## config.mk

```make
export PLATFORM = sky130hd
export DESIGN_NAME = apb_equivalence_monitor
export DESIGN_NICKNAME = d
export VERILOG_FILES = /design/src/rtl/apb_equivalence_monitor.sv
export SDC_FILE = /design/constraint.sdc
export NUM_CORES = 1
export LEC_CHECK = 0
export BUFFER_PORTS_ARGS = -buffer_cell sky130_fd_sc_hd__buf_2
export CORE_MARGIN = 4
export CORE_UTILIZATION = 35
export DETAILED_ROUTE_END_ITERATION = 6
export HOLD_SLACK_MARGIN = 0.08
export PLACE_DENSITY_LB_ADDON = 0.05
export RECOVER_POWER = 50
export SLEW_MARGIN = 5
export SYNTH_ARGS = -nofsm -noshare
export SYNTH_HDL_FRONTEND = slang
export SYNTH_SLANG_ARGS = --single-unit
```

## constraint.sdc

```tcl
create_clock -name PCLK -period 2.3 [get_ports PCLK]
set_input_delay 0.345 -clock PCLK [delete_from_list [all_inputs] [get_ports PCLK]]
set_output_delay 0.345 -clock PCLK [all_outputs]
set_load 0.02 [all_outputs]
```

## src/rtl/apb_equivalence_monitor.sv

```systemverilog
// apb_equivalence_monitor
//   Snoops one shared APB request bus that fans out to NUM_DUTS DUT copies,
//   captures every DUT's PRDATA when that DUT raises PREADY, and compares all
//   captures against DUT 0 once every DUT has responded.  Flags are meant to
//   be used as assertion / cover targets in an equivalence bench.
//
// Optional feature macro: APB_EQ_PSLVERR_CHECK_EN
//   Defined  : adds PSLVERR[NUM_DUTS]; PSLVERR is captured with PRDATA and
//              compared on reads and writes (PRDATA excluded on writes).
//   Undefined: no PSLVERR port; writes are never compared or counted.
//
// Ports
//   PCLK, PRESETn        clock, asynchronous active-low reset
//   PSEL/PENABLE/PWRITE  shared APB control
//   PADDR[ADDR_W]        shared address
//   PREADY[NUM_DUTS]     per-DUT ready
//   PRDATA[NUM_DUTS*DATA_W] per-DUT read data, DUT i at [i*DATA_W +: DATA_W]
//   mismatch             one-cycle pulse on a failed compare
//   mismatch_sticky      set on first mismatch, held until reset
//   first_addr/first_mask address and per-DUT diff of the first mismatch
//   read_count/mismatch_count saturating counters
//   timeout              sticky, ACCESS ran TIMEOUT cycles without all ready
//   protocol_error       sticky, illegal APB phase sequence
module apb_equivalence_monitor #(
    parameter int NUM_DUTS = 2,
    parameter int DATA_W   = 32,
    parameter int ADDR_W   = 12,
    parameter int CNT_W    = 16,
    parameter int TIMEOUT  = 64
) (
    input  logic                       PCLK,
    input  logic                       PRESETn,
    input  logic                       PSEL,
    input  logic                       PENABLE,
    input  logic                       PWRITE,
    input  logic [ADDR_W-1:0]          PADDR,
    input  logic [NUM_DUTS-1:0]        PREADY,
    input  logic [NUM_DUTS*DATA_W-1:0] PRDATA,
`ifdef APB_EQ_PSLVERR_CHECK_EN
    input  logic [NUM_DUTS-1:0]        PSLVERR,
`endif
    output logic                       mismatch,
    output logic                       mismatch_sticky,
    output logic [ADDR_W-1:0]          first_addr,
    output logic [NUM_DUTS-1:0]        first_mask,
    output logic [CNT_W-1:0]           read_count,
    output logic [CNT_W-1:0]           mismatch_count,
    output logic                       timeout,
    output logic                       protocol_error
);

    localparam int            TW   = $clog2(TIMEOUT + 1) + 1;
    localparam logic [TW-1:0] TO_V = TW'(TIMEOUT);

    typedef enum logic [1:0] {IDLE, SETUP, ACCESS, COMPARE} state_e;

    state_e                           state_q, state_d;
    logic [ADDR_W-1:0]                addr_q, addr_d;
    logic                             write_q, write_d;
    logic [TW-1:0]                    cnt_q, cnt_d;
    logic [NUM_DUTS-1:0]              valid_q, valid_d;
    logic [NUM_DUTS-1:0][DATA_W-1:0]  cap_q, cap_d;
`ifdef APB_EQ_PSLVERR_CHECK_EN
    logic [NUM_DUTS-1:0]              err_q, err_d;
`endif
    logic                             sticky_q, sticky_d;
    logic [ADDR_W-1:0]                faddr_q, faddr_d;
    logic [NUM_DUTS-1:0]              fmask_q, fmask_d;
    logic [CNT_W-1:0]                 rcnt_q, rcnt_d;
    logic [CNT_W-1:0]                 mcnt_q, mcnt_d;
    logic                             to_q, to_d;
    logic                             pe_q, pe_d;

    logic                setup_ph, access_ph, in_access, bus_ok, all_valid;
    logic                timeout_now, mis_now, cmp_this;
    logic [TW-1:0]       cnt_cur;
    logic [NUM_DUTS-1:0] valid_nxt, diff;

    assign setup_ph  = PSEL & ~PENABLE;
    assign access_ph = PSEL & PENABLE;

    // The state register lags the bus by one cycle: while in SETUP, a cycle
    // with PSEL&PENABLE is already the first access cycle, so it is handled
    // exactly like ACCESS (count 1).  This keeps zero-wait transfers visible.
    assign in_access = (state_q == ACCESS) || (state_q == SETUP && access_ph);
    assign cnt_cur   = (state_q == ACCESS) ? cnt_q : TW'(1);
    assign bus_ok    = access_ph && (PADDR == addr_q) && (PWRITE == write_q);
    assign valid_nxt = valid_q | PREADY;
    assign all_valid = &valid_nxt;

`ifdef APB_EQ_PSLVERR_CHECK_EN
    assign cmp_this = 1'b1;
`else
    assign cmp_this = ~write_q;
`endif

    always_comb begin
        diff = '0;
        for (int i = 1; i < NUM_DUTS; i++) begin
`ifdef APB_EQ_PSLVERR_CHECK_EN
            diff[i] = (~write_q && (cap_q[i] != cap_q[0])) || (err_q[i] != err_q[0]);
`else
            diff[i] = (cap_q[i] != cap_q[0]);
`endif
        end
    end

    assign mis_now     = (state_q == COMPARE) && (|diff);
    assign timeout_now = in_access && bus_ok && !all_valid && (cnt_cur == TO_V);

    always_comb begin
        state_d  = state_q;
        addr_d   = addr_q;
        write_d  = write_q;
        cnt_d    = cnt_q;
        valid_d  = valid_q;
        cap_d    = cap_q;
`ifdef APB_EQ_PSLVERR_CHECK_EN
        err_d    = err_q;
`endif
        sticky_d = sticky_q;
        faddr_d  = faddr_q;
        fmask_d  = fmask_q;
        rcnt_d   = rcnt_q;
        mcnt_d   = mcnt_q;
        to_d     = to_q;
        pe_d     = pe_q;

        case (state_q)
            IDLE: begin
                if (setup_ph) begin
                    state_d = SETUP;
                    addr_d  = PADDR;
                    write_d = PWRITE;
                    valid_d = '0;
                end else if (access_ph) begin
                    pe_d = 1'b1;
                end
            end
            SETUP: begin
                if (!access_ph) begin
                    if (setup_ph) begin
                        addr_d  = PADDR;
                        write_d = PWRITE;
                        valid_d = '0;
                    end else begin
                        state_d = IDLE;
                    end
                end
            end
            COMPARE: begin
                rcnt_d = (&rcnt_q) ? rcnt_q : rcnt_q + 1'b1;
                if (|diff) begin
                    mcnt_d = (&mcnt_q) ? mcnt_q : mcnt_q + 1'b1;
                    if (!sticky_q) begin
                        sticky_d = 1'b1;
                        faddr_d  = addr_q;
                        fmask_d  = diff;
                    end
                end
                if (setup_ph) begin
                    state_d = SETUP;
                    addr_d  = PADDR;
                    write_d = PWRITE;
                    valid_d = '0;
                end else begin
                    state_d = IDLE;
                end
            end
            default: ;
        endcase

        if (in_access) begin
            if (!bus_ok) begin
                pe_d    = 1'b1;
                state_d = IDLE;
            end else begin
                // first PREADY per DUT wins; later pulses are ignored
                for (int i = 0; i < NUM_DUTS; i++) begin
                    if (PREADY[i] && !valid_q[i]) begin
                        cap_d[i] = PRDATA[i*DATA_W +: DATA_W];
`ifdef APB_EQ_PSLVERR_CHECK_EN
                        err_d[i] = PSLVERR[i];
`endif
                    end
                end
                valid_d = valid_nxt;
                if (all_valid) begin
                    state_d = cmp_this ? COMPARE : IDLE;
                end else if (cnt_cur == TO_V) begin
                    to_d    = 1'b1;
                    state_d = IDLE;
                end else begin
                    state_d = ACCESS;
                    cnt_d   = cnt_cur + 1'b1;
                end
            end
        end
    end

    always_ff @(posedge PCLK or negedge PRESETn) begin
        if (!PRESETn) begin
            state_q  <= IDLE;
            addr_q   <= '0;
            write_q  <= 1'b0;
            cnt_q    <= '0;
            valid_q  <= '0;
            cap_q    <= '0;
`ifdef APB_EQ_PSLVERR_CHECK_EN
            err_q    <= '0;
`endif
            sticky_q <= 1'b0;
            faddr_q  <= '0;
            fmask_q  <= '0;
            rcnt_q   <= '0;
            mcnt_q   <= '0;
            to_q     <= 1'b0;
            pe_q     <= 1'b0;
        end else begin
            state_q  <= state_d;
            addr_q   <= addr_d;
            write_q  <= write_d;
            cnt_q    <= cnt_d;
            valid_q  <= valid_d;
            cap_q    <= cap_d;
`ifdef APB_EQ_PSLVERR_CHECK_EN
            err_q    <= err_d;
`endif
            sticky_q <= sticky_d;
            faddr_q  <= faddr_d;
            fmask_q  <= fmask_d;
            rcnt_q   <= rcnt_d;
            mcnt_q   <= mcnt_d;
            to_q     <= to_d;
            pe_q     <= pe_d;
        end
    end

    assign mismatch        = mis_now;
    assign mismatch_sticky = sticky_q;
    assign first_addr      = faddr_q;
    assign first_mask      = fmask_q;
    assign read_count      = rcnt_q;
    assign mismatch_count  = mcnt_q;
    // raised in the access cycle that hits the limit, then held
    assign timeout         = to_q | timeout_now;
    assign protocol_error  = pe_q;

endmodule

```

## Yosys cells after proc, flatten, opt, wreduce, memory -nomap -nowiden

Cells that the tools add are included.

- Add/subtract/negate cells: 3
- Multiply operators: 0
- Divide/modulo/power cells: 0
- Magnitude comparators: 0
- Equality and inequality tests: 11
- Shift-type cells: 0
- Mux-type cells: 27
- Bitwise gates (word level): 10
- Reduce and logical (&&, ||, !) cells: 30

Operator list:

| operator | count |
|---|---|
| $add A16 B1 Y16 const B | 2 |
| $ne A32 B32 Y1 | 1 |
| $reduce_and A16 Y1 | 2 |
| $mux W12 | 2 |
| $mux W2 | 12 |
| $pmux W12 S2 | 1 |
| $eq A12 B12 Y1 | 1 |
| $reduce_and A3 Y1 | 4 |
| $reduce_and A4 Y1 | 3 |
| $logic_and A1 B1 Y1 | 9 |
| $ne A3 B3 Y1 const B | 3 |
| $add A8 B1 Y8 const B | 1 |
| $eq A8 B7 Y1 const B | 1 |
| $mux W1 | 8 |
| $mux W8 | 1 |
| $reduce_and A2 Y1 | 4 |
| $not A1 Y1 | 6 |
| $pmux W2 S3 | 1 |
| $eq A2 B2 Y1 const B | 2 |
| $pmux W2 S2 | 1 |
| $reduce_bool A4 Y1 | 1 |
| $logic_not A1 Y1 | 3 |
| $and A1 B1 Y1 | 2 |
| $eq A2 B1 Y1 const B | 1 |
| other kinds (9) | 9 |

- Bits in registers: 137
- Bits in latches: 0
- Memory bits (writable): 0
- ROM bits: 0
- Input port bits: 83
- Output and inout bits: 50
- Logic and storage cells: 95
- Memories kept: 0

## Logic depth before layout (Yosys ltp)

- Depth after elaboration: 7
- Depth in mapped cells: 12
- Gate-level depth less buffers: 10

## Least setup slack after synthesis

No wires, ideal clock.

- Path type: register -> register
- Start: reg state_q[0]
- End: reg cnt_q[0]
- Setup time: 0.125 ns
- Data arrival time: 2.383 ns
- Slack: -0.208 ns
- Cell stages (with the launch flop): 12
- Path buffers: 2
- Clock period less this slack: 2.508 ns
- Cell sequence: dfrtp_1 inv_1 ha_1 buf_2 clkbuf_1 and2_1 inv_1 ha_1 and4b_1 nand2b_1 nor2_2 mux2_2

- Word-level cells in the longest chain between the ends: 5
- Elaborated cells between the ends (all ways): 9
- Those cells by class: add/sub: 1; eq/ne: 3; mux: 1; bitwise: 1; reduce/logical: 3

RTL lines:

| what | line | source |
|---|---|---|
| start, declared | 57 | `state_e state_q, state_d;` |
| start signal, assigned | 220 | `state_q <= state_d;` |
| parallel branches: the longest is 5 deep, another holds $add A8 B1 Y8 | - |  |
| end signal, assigned | 223 | `cnt_q <= cnt_d;` |
| end, declared | 60 | `logic [TW-1:0] cnt_q, cnt_d;` |

Parallel ways; which one is timed is not known.
A chain may end at the register's enable or synchronous reset.

## Worst setup path in the final report

- Start: reg state_q[1]
- End: out timeout

- Word-level cells in the longest chain between the ends: 7
- Elaborated cells between the ends (all ways): 10
- Those cells by class: eq/ne: 3; mux: 1; bitwise: 1; reduce/logical: 5

RTL lines:

| what | line | source |
|---|---|---|
| parallel branches: the longest is 5 deep, another holds $mux W8 | - |  |
| $logic_and A1 B1 Y1 * | 109 | `assign timeout_now = in_access && bus_ok && !all_valid && (cnt_cur == TO_V);` |
| $or A1 B1 Y1 * | 246 | `assign timeout = to_q \| timeout_now;` |
| end, declared | 48 | `output logic timeout,` |

Every way passes the cells marked *.

==> reports/results.txt <==
Tmin final = 2.33 ns
clock network power share = 0.500
Worst Clk Skew = 0.0101 ns
Max Root-Sink Buffers = 2
Synth cell types = 48
# diodes = 0
worst vdd ir = 467 uV
final hold vios = 0
switching share of total power = 0.229
CTS tree = yes
Final nets = 764
status = finished with violations
pre-CTS setup slack = 0.0100 ns
initial antenna violation count = 0
violated checks = setup timing
Post-Route WL = 15.1 mm
register area share after synthesis = 0.519
Worst EP arrival = 1.98 ns
vias = 4,464
full die area = 21,100 um2
core footprint = 18,300 um2
cells after synthesis = 505
Synth async-reset ratio = 1.00
DR vias/cell = 4.88
CTS Sinks = 137
Worst-path clk slew = 0.06 ns
P_int = 0.00453 W
Sw Pwr = 0.00134 W
worst setup margin = -0.0276 ns
Leak = 4.25 nW
CP Launch Type = register
syn nets = 597
Slew HR = 0.338
final setup vio count = 1
total chip power = 0.00587 W
largest net degree at the start of global routing = 68
fmax = 0.430 GHz
global-route usage over all layers = 0.148
drt initial violations = 91
Die H = 145 um
Tightest Pin Transition = 0.993 ns
layout cell share with drive strength beyond 1 = 0.426
max_cap viols = 0
initial core utilization = 0.361
Seq pwr share = 0.425
row cnt = 49
port bufs = 131
placed instance area = 7640 um2
DP Wirelength = 10.6 mm
Comb power frac = 0.075
RSZ-0062 raised after global routing = true
post-route ant nets = 0
Layout area overhead = 27.6%
first drt pass iteration count = 4
Pins Over Slew Limit = 0
DR WL/cell = 16.5 um
min-delay worst type = in2reg
CP required = 1.96 ns
Crit. End Element = primary output
Crit Path Max Fanout = 4
clk root buf = clkbuf_16
vias in the first global route = 4,839
Final period util = 1.01
Design Area, Final = 8420 um2
Syn Area/Cell = 13.1 um2
CTS Buf Count = 17
CTS HTree Levels = 4
Final GP Congestion = 0.740
EDFF count, synth = 0
Worst-Skew Late Latency = 0.42 ns
Synth Warn # = 0
Pwr Density = 697 nW/um2
number of fill cells in the layout = 1,704
Setup CP Type = reg2out
global-route wire length before repair = 25.4 mm
Overflow after GRT = 0
post-synthesis cell area = 6600 um2
Main synth FF type = dfrtp_1
Yosys reg bits = 137
io pins = 133
Residual DRC = 0
die width = 145 um
-- synth_stat cells (2+ instances only) --
cell type | n | area, um2
mux2_4 | 60 | 901
dfrtp_1 | 137 | 3430
nand4b_1 | 2 | 17.5
nor3b_1 | 3 | 22.5
inv_1 | 9 | 33.8
nand2_1 | 26 | 97.6
nand2b_1 | 5 | 31.3
ha_1 | 9 | 113
xnor2_1 | 52 | 455
and3_1 | 10 | 62.6
nor2b_1 | 3 | 18.8
nor2_1 | 15 | 56.3
o21ai_0 | 12 | 60.1
nor3_1 | 3 | 15.0
clkbuf_1 | 4 | 15.0
and2_1 | 3 | 18.8
nor4_1 | 9 | 56.3
nand4_1 | 23 | 144
buf_6 | 6 | 67.6
a21oi_1 | 11 | 55.1
xor2_1 | 20 | 175
nand3b_4 | 2 | 40.0
nand3_1 | 21 | 105
mux2_2 | 33 | 372
o21bai_1 | 2 | 15.0
buf_2 | 2 | 10.0
nor3_2 | 2 | 20.0
-- per-stage QoR --
stage               instances  hold slack [ns]  utilization  TNS (ns)
finish                    914            0.153        0.461   -0.0276
detailed placement        869            0.285        0.418         0
global route              914            0.137        0.461    -0.365
CTS                       912            0.132        0.461    -0.168
floorplan                 505           0.0494            -         0
global placement          869            0.281        0.418         0
-- kinds of logic after synthesis --
logic type / Yosys count / synth area share
AOI/OAI and AO/OA: 34 / 0.0341
adders and majority gates: 9 / 0.0171
DFF: 137 / 0.519
xor gates and xnor gates: 72 / 0.0955
and+or+nand+nor: 137 / 0.121
other: 1 / 0.000568
buffers and inverters: 22 / 0.0203
muxes: 93 / 0.193
-- layout make-up --
| class | instances | area, um2 | area share |
|---|---|---|---|
| Multi-Input combinational cell | 346 | 3130 | 0.372 |
| Inverter | 9 | 33.8 | 0.00401 |
| Tap cell | 229 | 287 | 0.0340 |
| Timing Repair Buffer | 161 | 912 | 0.108 |
| Sequential cell | 137 | 3430 | 0.407 |
| Clock buffer | 21 | 460 | 0.0547 |
| Clock inverter | 11 | 169 | 0.0201 |
-- cells in the final DEF (no fill, tap or decap), types with 21 or more instances in the layout --
| cell | synthesis | final |
|---|---|---|
| mux2_4 | 60 | 61 |
| clkbuf_1 | 4 | 21 |
| xnor2_1 | 52 | 51 |
| nand4_1 | 23 | 23 |
| buf_2 | 2 | 109 |
| dfrtp_1 | 137 | 136 |
| buf_4 | 1 | 22 |
| nand3_1 | 21 | 21 |
| nand2_1 | 26 | 23 |
| mux2_2 | 33 | 32 |
-- what timing repair did --
item / CTS / global route
pin swaps: 6 / 8
resized for setup: 17 / 9
hold endpoints to repair: 36 / 0
setup endpoints to repair: 17 / 19
hold buffers: 1 / 0
buffers inserted: 10 / 2
-- sequential cells by signal (all words and copies together), names as in the netlist --
signal,flops
cap_q,64
mismatch_count,16
read_count,16
addr_q,12
first_addr,12
cnt_q,8
state_q,2
valid_q,2
first_mask,1
mismatch_sticky,1
protocol_error,1
to_q,1
write_q,1
-- critical path: stages (launching register included) --
cell and delay [ns]:
dfrtp_2 0.44, ha_4 0.19, and2_4 0.14, inv_1 0.05, ha_1 0.13, and4b_2 0.26, nand2_2 0.06, o21bai_1 0.15
buf_4 0.16
-- per-layer routing --
layer	global-route usage	wire [um]	share of wire	vias to the layer above
met4	0.0546	231	0.015	0
met3	0.0374	571	0.038	18
met2	0.240	7220	0.48	83
li1	-	-	-	2123
met1	0.194	7070	0.47	2240
met5	0	0	0	-
-- power by group through the flow --
stage / Combinational [W] / Sequential (W) / Clock, W
final: 0.000441 / 0.00249 / 0.00293
after global routing: 0.000496 / 0.00250 / 0.00312
after CTS: 0.000447 / 0.00249 / 0.00301
after detailed placement: 0.000391 / 0.00254 / 0
after global placement: 0.000389 / 0.00254 / 0
after floorplan: 0.000199 / 0.00253 / 0
-- final timing paths --
kind                       startpoint             end  slack, ns  cells after the start
min in group asynchronous     PRESETn  read_count[11]       0.63                      2
max                        state_q[1]         timeout      -0.03                      8
max in group asynchronous     PRESETn       cap_q[33]       0.52                      3
max reg2reg                state_q[0]        cnt_q[0]       0.05                     11
min                        PRDATA[41]       cap_q[41]       0.15                      2
min reg2reg                      to_q            to_q       0.47                      1
Power figures use the tool's default switching activity.
